**src/rtl/mult_share_if.sv**
```systemverilog
// Requester-side handshake bundle for the shared multiplier controller.
// Ports (modports):
//   master : requester side  - drives req_valid/req_a/req_b/rsp_ready
//   slave  : controller side - drives req_ready/rsp_valid/rsp_data
// Operand packing: requester i owns bits [i*W +: W] of req_a/req_b.
interface mult_share_if #(
   parameter int NREQ = 3,
   parameter int W    = 5
);
   logic [NREQ-1:0]   req_valid;
   logic [NREQ*W-1:0] req_a;
   logic [NREQ*W-1:0] req_b;
   logic [NREQ-1:0]   req_ready;
   logic [NREQ-1:0]   rsp_valid;
   logic [2*W-1:0]    rsp_data;
   logic [NREQ-1:0]   rsp_ready;

   modport master (
      output req_valid, req_a, req_b, rsp_ready,
      input  req_ready, rsp_valid, rsp_data
   );

   modport slave (
      input  req_valid, req_a, req_b, rsp_ready,
      output req_ready, rsp_valid, rsp_data
   );
endinterface

```
**src/rtl/mult_share_ctrl.sv**
```systemverilog
// Shares one combinational WxW multiplier among NREQ requesters.
// A round-robin arbiter accepts one operand pair, launches it on registered
// mul_in1/mul_in2, waits SETTLE cycles for the array to settle, captures
// mul_out and returns it to the owner with a held one-hot rsp_valid.
// Ports:
//   clk, rst_n         clock, async active-low reset
//   bus (slave)        request/response handshakes (see mult_share_if)
//   mul_in1, mul_in2   registered operands to the multiplier
//   mul_out            2W-bit product from the multiplier
//   busy               high whenever an operation is in flight
//   grant_id           index of the current or most recent owner
module mult_share_ctrl #(
   parameter int NREQ   = 3,
   parameter int W      = 5,
   parameter int SETTLE = 2
) (
   input  logic           clk,
   input  logic           rst_n,
   mult_share_if.slave    bus,
   output logic [W-1:0]   mul_in1,
   output logic [W-1:0]   mul_in2,
   input  logic [2*W-1:0] mul_out,
   output logic           busy,
   output logic [2:0]     grant_id
);
   localparam int IW = (NREQ > 1) ? $clog2(NREQ) : 1;
   localparam int CW = (SETTLE > 1) ? $clog2(SETTLE) : 1;

   typedef enum logic [1:0] {IDLE, WAIT, RESP} state_t;

   state_t        state;
   logic [2:0]    last_grant;
   logic [2:0]    win;
   logic          found;
   logic [3:0]    idx;
   logic [CW-1:0] cnt;

   // Round-robin search starting just after the last owner; the first
   // requester found in rotation order wins.
   always_comb begin
      found = 1'b0;
      win   = '0;
      idx   = '0;
      for (int k = 1; k <= NREQ; k++) begin
         idx = {1'b0, last_grant} + 4'(k);
         if (idx >= 4'(NREQ)) idx = idx - 4'(NREQ);
         if (!found && bus.req_valid[idx[IW-1:0]]) begin
            found = 1'b1;
            win   = idx[2:0];
         end
      end
   end

   // Accept strobe is combinational and only offered in IDLE; gated by
   // rst_n so nothing looks accepted while reset is held.
   assign bus.req_ready = (rst_n && state == IDLE && found) ? (NREQ'(1) << win) : '0;

   always_ff @(posedge clk or negedge rst_n) begin
      if (!rst_n) begin
         state         <= IDLE;
         last_grant    <= 3'(NREQ-1);
         grant_id      <= '0;
         mul_in1       <= '0;
         mul_in2       <= '0;
         bus.rsp_data  <= '0;
         bus.rsp_valid <= '0;
         busy          <= 1'b0;
         cnt           <= '0;
      end else begin
         case (state)
            IDLE: begin
               if (found) begin
                  mul_in1    <= bus.req_a[win*W +: W];
                  mul_in2    <= bus.req_b[win*W +: W];
                  grant_id   <= win;
                  last_grant <= win;
                  cnt        <= CW'(SETTLE-1);
                  busy       <= 1'b1;
                  state      <= WAIT;
               end
            end
            WAIT: begin
               if (cnt == '0) begin
                  bus.rsp_data  <= mul_out;
                  bus.rsp_valid <= NREQ'(1) << grant_id;
                  state         <= RESP;
               end else begin
                  cnt <= cnt - 1'b1;
               end
            end
            RESP: begin
               // rsp_valid is one-hot on the owner, so masking with it
               // ignores rsp_ready from everyone else.
               if (|(bus.rsp_ready & bus.rsp_valid)) begin
                  bus.rsp_valid <= '0;
                  busy          <= 1'b0;
                  state         <= IDLE;
               end
            end
            default: state <= IDLE;
         endcase
      end
   end
endmodule
```
**src/flat_wrapper.sv**
```systemverilog
// flat-port wrapper written by rule: the top's interface ports become plain ports
module mult_share_ctrl_flat 
#(
   parameter int NREQ   = 3,
   parameter int W      = 5,
   parameter int SETTLE = 2
)
  (clk, rst_n, mul_in1, mul_in2, mul_out, busy, grant_id, bus_req_valid, bus_req_a, bus_req_b, bus_rsp_ready, bus_req_ready, bus_rsp_valid, bus_rsp_data);
  mult_share_if #(.NREQ(NREQ), .W(W)) bus_i ();
  input  logic clk;
  input  logic rst_n;
  output logic [W-1:0] mul_in1;
  output logic [W-1:0] mul_in2;
  input  logic [2*W-1:0] mul_out;
  output logic busy;
  output logic [2:0] grant_id;
  input wire logic [$bits(bus_i.req_valid)-1:0] bus_req_valid;
  input wire logic [$bits(bus_i.req_a)-1:0] bus_req_a;
  input wire logic [$bits(bus_i.req_b)-1:0] bus_req_b;
  input wire logic [$bits(bus_i.rsp_ready)-1:0] bus_rsp_ready;
  output wire logic [$bits(bus_i.req_ready)-1:0] bus_req_ready;
  output wire logic [$bits(bus_i.rsp_valid)-1:0] bus_rsp_valid;
  output wire logic [$bits(bus_i.rsp_data)-1:0] bus_rsp_data;
  assign bus_i.req_valid = bus_req_valid;
  assign bus_i.req_a = bus_req_a;
  assign bus_i.req_b = bus_req_b;
  assign bus_i.rsp_ready = bus_rsp_ready;
  assign bus_req_ready = bus_i.req_ready;
  assign bus_rsp_valid = bus_i.rsp_valid;
  assign bus_rsp_data = bus_i.rsp_data;
  mult_share_ctrl #(.NREQ(NREQ), .W(W), .SETTLE(SETTLE)) u_core (.clk(clk), .rst_n(rst_n), .bus(bus_i), .mul_in1(mul_in1), .mul_in2(mul_in2), .mul_out(mul_out), .busy(busy), .grant_id(grant_id));
endmodule
```
**config.mk**
```make
export PLATFORM = sky130hd
export DESIGN_NAME = mult_share_ctrl_flat
export DESIGN_NICKNAME = d
export VERILOG_FILES = /design/src/rtl/mult_share_if.sv /design/src/rtl/mult_share_ctrl.sv /design/src/flat_wrapper.sv
export SDC_FILE = /design/constraint.sdc
export NUM_CORES = 1
export LEC_CHECK = 0
export CAP_MARGIN = 20
export CORE_UTILIZATION = 41
export DETAILED_ROUTE_END_ITERATION = 16
export PLACE_DENSITY = 0.8
export SETUP_SLACK_MARGIN = 0.15
export SLEW_MARGIN = 5
export SYNTH_ARGS = -nofsm -noshare
export SYNTH_HDL_FRONTEND = slang
export SYNTH_SLANG_ARGS = --single-unit
```
**constraint.sdc**
```tcl
create_clock -name clk -period 5.3 [get_ports clk]
set_clock_uncertainty 0.1 [all_clocks]
set_input_delay 1.325 -clock clk [delete_from_list [all_inputs] [get_ports clk]]
set_output_delay 1.325 -clock clk [all_outputs]
set_load 0.01 [all_outputs]
```
# Word-level counts from Yosys, hierarchy flattened
# Cells that the tools add are included.
# op_classes
add_sub_neg	7
mul	1
div	0
n_lt_le_gt_ge	6
eq_ne	5
n_shift	4
n_mux	28
bitwise_logic	2
n_reduce_logical	17
# ops
cell	n
$shiftx A15 B7 Y5	2
$mux W3	9
$ge A4 B2 Y1 const B	3
$lt A2 B3 Y1 const B	3
$mux W1	9
$reduce_and A3 Y1	3
$sub A3 B2 Y3 const B	3
$add A3 B2 Y4 const B	2
$bmux W1 S2	3
$mul A3 B3 Y6 const B	1
$mux W2	3
$pmux W2 S3	1
$pmux W3 S2	1
$reduce_and A2 Y1	3
$reduce_bool A2 Y1	3
$shl A1 B3 Y3 const A	2
$add A3 B1 Y4 const B	1
$logic_and A1 B1 Y1	4
$ne A2 B1 Y1 const B	2
$pmux W1 S2	2
$and A3 B3 Y3	1
$reduce_or A3 Y1	1
$eq A2 B1 Y1 const B	1
$eq A2 B2 Y1 const B	1
other kinds (5)	6
# word_totals
regBits	33
latchBits	0
ramBits	0
romBits	0
in_bits	48
out_inout_bits	30
memories	0

# Logic depth before layout (Yosys ltp)
# depth
word_depth	14
mapped_depth	12
mapped_depth_nobuf	9

# Least setup slack after synthesis
# No wires, ideal clock.
# synth_path
path_type	register -> output
start	reg u_core.last_grant[1]
end	out bus_req_ready[1]
t_arrival_ns	2.804
setup_slack_ns	1.071
path_stages_with_launch	10
path_buffers	2
cell_sequence	dfstp_2 inv_1 ha_1 clkbuf_1 clkinv_1 o41a_1 a221oi_1 clkbuf_1 nor2_1 and4b_1
# synth_between
elab_chain_len	14
elab_cells_between_ends	31
classes_between	add/sub: 6; order compare: 3; shift: 1; mux: 16; reduce/logical: 5
# synth_rtl
item	line	text
start, declared	mult_share_ctrl.sv:32	logic [2:0] last_grant;
start signal, assigned	mult_share_ctrl.sv:61	last_grant <= 3'(NREQ-1);
start signal, assigned	mult_share_ctrl.sv:76	last_grant <= win;
$add A3 B1 Y4	mult_share_ctrl.sv:45	idx = {1'b0, last_grant} + 4'(k);
$ge A4 B2 Y1 or $sub A3 B2 Y3 (tied branches)	mult_share_ctrl.sv:46	if (idx >= 4'(NREQ)) idx = idx - 4'(NREQ);
$mux W3	mult_share_ctrl.sv:46	
$bmux W1 S2	mult_share_ctrl.sv:47	if (!found && bus.req_valid[idx[IW-1:0]]) begin
$mux W1 (implied by the code)	mult_share_ctrl.sv:47	
$mux W1	mult_share_ctrl.sv:47	
$logic_not A1 Y1	mult_share_ctrl.sv:47	
$logic_and A1 B1 Y1	mult_share_ctrl.sv:47	
$mux W1	mult_share_ctrl.sv:47	
$logic_not A1 Y1	mult_share_ctrl.sv:47	
$logic_and A1 B1 Y1	mult_share_ctrl.sv:47	
$mux W3 or $mux W1 (tied branches)	mult_share_ctrl.sv:47	
$shl A1 B3 Y3 or $logic_and A1 B1 Y1 (tied branches)	mult_share_ctrl.sv:56	assign bus.req_ready = (rst_n && state == IDLE && found) ? (NREQ'(1) << win) : '0;
$mux W3 (*)	mult_share_ctrl.sv:56	
end, declared	flat_wrapper.sv:21	output wire logic [$bits(bus_i.req_ready)-1:0] bus_req_ready;
# Mark *: on every way between the ends. The rest lies on a longest branch, timed or not. The select of a mux whose other input is x is not followed.

# Worst setup path in the final report
# layout_path
start	reg u_core.last_grant[1]
end	out bus_req_ready[0]
# Same word-level chain as after synthesis.

==> metrics <==
status=finished clean; residual antenna-violating net count after detailed routing=0; crit path DAT=approximately 3.4 ns; Lkg Pwr=between 1 and 1.5 nW; clock tree from TritonCTS=yes; Critical Path Sink Type=output pin; antenna violations before repair=0; instance count of the mapped netlist=~240; number of levels the H-tree was split into=2; core area=between 5000 and 6000 sq um; Top-Level Pins=78; max-slew violation count=0; slowest stage delay, CP=between 0.5 and 0.6 ns; PortBufs=77; Max Clock Freq=slightly above 0.2 GHz; total DRC errors in the routed layout=0; Routed WL per cell=about 16 um; count of placed standard cells in the final layout, fillers left out=394; clock transition at the registers of the reported paths=0.06 ns; unrepaired setup endpoints after global routing=no; die height=76.22 um; GR Overflow Total=0; width of the die=76.22 um; dominant synthesized flop cell=dfrtp_1; flip-flop and latch count after synthesis=31; hold violation total from the final report=0; mean instance size in the synthesized netlist=9.489 sq um; number of flops mapped to enable cells by yosys=0; kind of critical path=flop to output pin; type of element launching the critical path=flop; utilization after layout=a little under two thirds; crit path max fanout=6; maximum number of pins on one net before global-route repair=21; sequential share of the synthesized area=between 30% and 40%; Cell Pwr Density=approximately 730 nW/um^2; Post-Synthesis Net Count=297; class of the most critical hold timing path=flop to flop; initial core utilization=a little over two fifths; detailed-router iteration count before antenna repair=4; HPWL after detailed placement=approximately 4.7 mm; aggregate global-route resource usage=a little over a fifth; Peak VDD IR=0.4336 mV; sink count of the clock tree=31; period utilization=slightly above 90%; max-cap viol count=0; synthesized area=2258 sq um; Area growth, synth to finish=45.98%; number of warning messages in the yosys log=0; worst endpoint required time=3.88 ns; final instance area=around 3300 sq um; insertion delay to the later sink of the worst-skew pair=roughly 0.27 ns; wire length of the first global-routing pass=between 10 and 15 mm; Crit-path slowest cell=dfstp_2; clock buffer count from CTS=5; vias after detailed routing=around 2,300; number of setup violations in the final report=0; number of global-route vias before repair=2,259; maximum root-to-sink buffer count=2; Post-Route WL=between 6 and 7 mm; transition time of the tightest slew-check pin=roughly 0.92 ns; Via density=roughly 6; number of rows in the core area=26; first-iteration detailed-routing DRC count=124; fraction of registers with async set/reset=100.0%; distinct cell type count after synthesis=between 60 and 70; total placed instance area=between 3000 and 4000 sq um; fraction of final layout cells with drive strength greater than 1=between 15 and 20%; count of placed standard cells including taps=around 380; total die area=about 5800 sq um; CTS root buf=clkbuf_8; max_slew headroom=about two fifths; Ant. Diodes=0; min Tclk post-route=~5 ns; routability-driven placement congestion ratio=around 0.9; number of nets in the final layout=roughly 380; cell-by-cell listing of the critical path=inv_1, ha_1, xnor2_2, o31a_1, a221o_1, and2_4, a2111o_1, a21oi_4, and4_1, dlygate4sd2_1
## area by class of cell
type / count / area (sq um)
multi-input combinational: 181 / 1401
sequential: 31 / 777.0
tap: 70 / 87.58
fill: 465 / 1908
clock inverter: 1 / 5.005
inverter: 10 / 37.54
timing repair buffer: 95 / 905.9
clock buffer: 6 / 82.58
## cell usage after synthesis, types with 7 or more instances
cell type  instances  area share, %
a21oi_1           12            2.7
mux2_2            14            7.0
nand3_1           12            2.7
a32o_1            11            4.9
ha_1              11            6.1
nor2b_1            7            1.9
o21ai_0           20            4.4
inv_1              8            1.3
o211ai_1          12            4.0
nand2_1           12            2.0
dfrtp_1           30             33
or3_1             10            2.8
clkbuf_1           7            1.2
## cells by family after synthesis
family / count (synthesis) / share of synthesized area [%]
mux: 15 / 7.424
simple gates: 70 / 18.50
fa+ha+maj: 11 / 6.094
compound gates: 81 / 25.93
flops: 31 / 34.40
buf+inv: 26 / 5.762
xor+xnor: 4 / 1.884
## placed cells by master, fill, tap and decap left out, types with 2 or more instances in the layout
cell type / n
nand2b_1: 3
a32o_1: 11
o21ai_0: 20
or3_1: 10
clkbuf_8: 6
nand3_1: 12
o31a_1: 3
nand2_1: 11
nor4_1: 2
dlymetal6s2s_1: 2
buf_4: 18
nor2_1: 3
clkdlybuf4s50_1: 71
xnor2_1: 2
nor3_1: 4
mux2_2: 14
a21oi_1: 11
o211ai_1: 12
dfrtp_1: 30
nor2b_1: 6
o21ai_1: 2
inv_1: 8
ha_1: 11
dlygate4sd2_1: 4
a221o_1: 2
and4_1: 2
o21a_1: 3
and2_1: 2
## per-layer routing
| layer | vias up | track usage (%) | part of all wire, % |
|---|---|---|---|
| li1 | 1087 | - | - |
| met1 | 1110 | 25.64 | 41 |
| met2 | 101 | 38.02 | 49 |
| met3 | 12 | 6.108 | 8.3 |
| met4 | 0 | 7.885 | 1.8 |
| met5 | - | 0 | 0 |
## final timing paths
path,slack (ns),cells after the start,from,end
max,0.44,10,u_core.last_grant[1]$_DFFE_PN1P_,bus_req_ready[0]
max reg2reg,1.99,8,u_core.last_grant[1]$_DFFE_PN1P_,u_core.mul_in1[0]$_DFFE_PN0P_
min,0.39,1,u_core.mul_in1[1]$_DFFE_PN0P_,u_core.mul_in1[1]$_DFFE_PN0P_
min reg2reg,0.39,1,u_core.mul_in1[1]$_DFFE_PN0P_,u_core.mul_in1[1]$_DFFE_PN0P_
min in group asynchronous,1.33,1,rst_n,u_core.bus.rsp_data[1]$_DFFE_PN0P_
max in group asynchronous,3.01,2,rst_n,u_core.last_grant[1]$_DFFE_PN1P_
## registers in the layout, indices dropped and copies added, names as in the netlist
signal                count
u_core.bus.rsp_data      10
u_core.mul_in1            5
u_core.mul_in2            5
u_core.bus.rsp_valid      3
u_core.last_grant         3
u_core.state              2
u_core.busy               1
u_core.cnt                1
u_core.grant_id           1
## worst max-delay path: cells and delay by family (launching register included)
family          cells  cell delay, ns
buf+inv             2            0.39
flops               1            0.57
xor+xnor            1            0.20
compound gates      4            1.41
fa+ha+maj           1            0.22
simple gates        2            0.37
## metrics by stage
stage / hold WS [ns] / setup WS [ns] / power (mW) / setup TNS, ns
floorplan: 0.4020 / 1.071 / 1.579 / 0
global placement: 0.3747 / -0.03278 / 2.080 / -0.03278
detailed placement: 0.3843 / -0.07293 / 2.116 / -0.1602
CTS: 0.3974 / 0.04052 / 2.334 / 0
global route: 0.4067 / 0.3098 / 2.587 / 0
finish: 0.3944 / 0.4401 / 2.401 / 0
## where the power goes
group / switching (mW) / leakage [nW] / internal, mW
logic: 0.924 / 0.941 / 0.856
clock network: 0.0828 / 0.0470 / 0.102
registers: 0.0787 / 0.379 / 0.357
## what timing repair did
action / CTS / global route
gates resized for setup: 8 / 9
setup buffers: 0 / 4
hold buffers: 0 / 0
pin swaps: 0 / 1
endpoints found under the setup margin: 3 / 2
(Power assumes the default switching activity.)
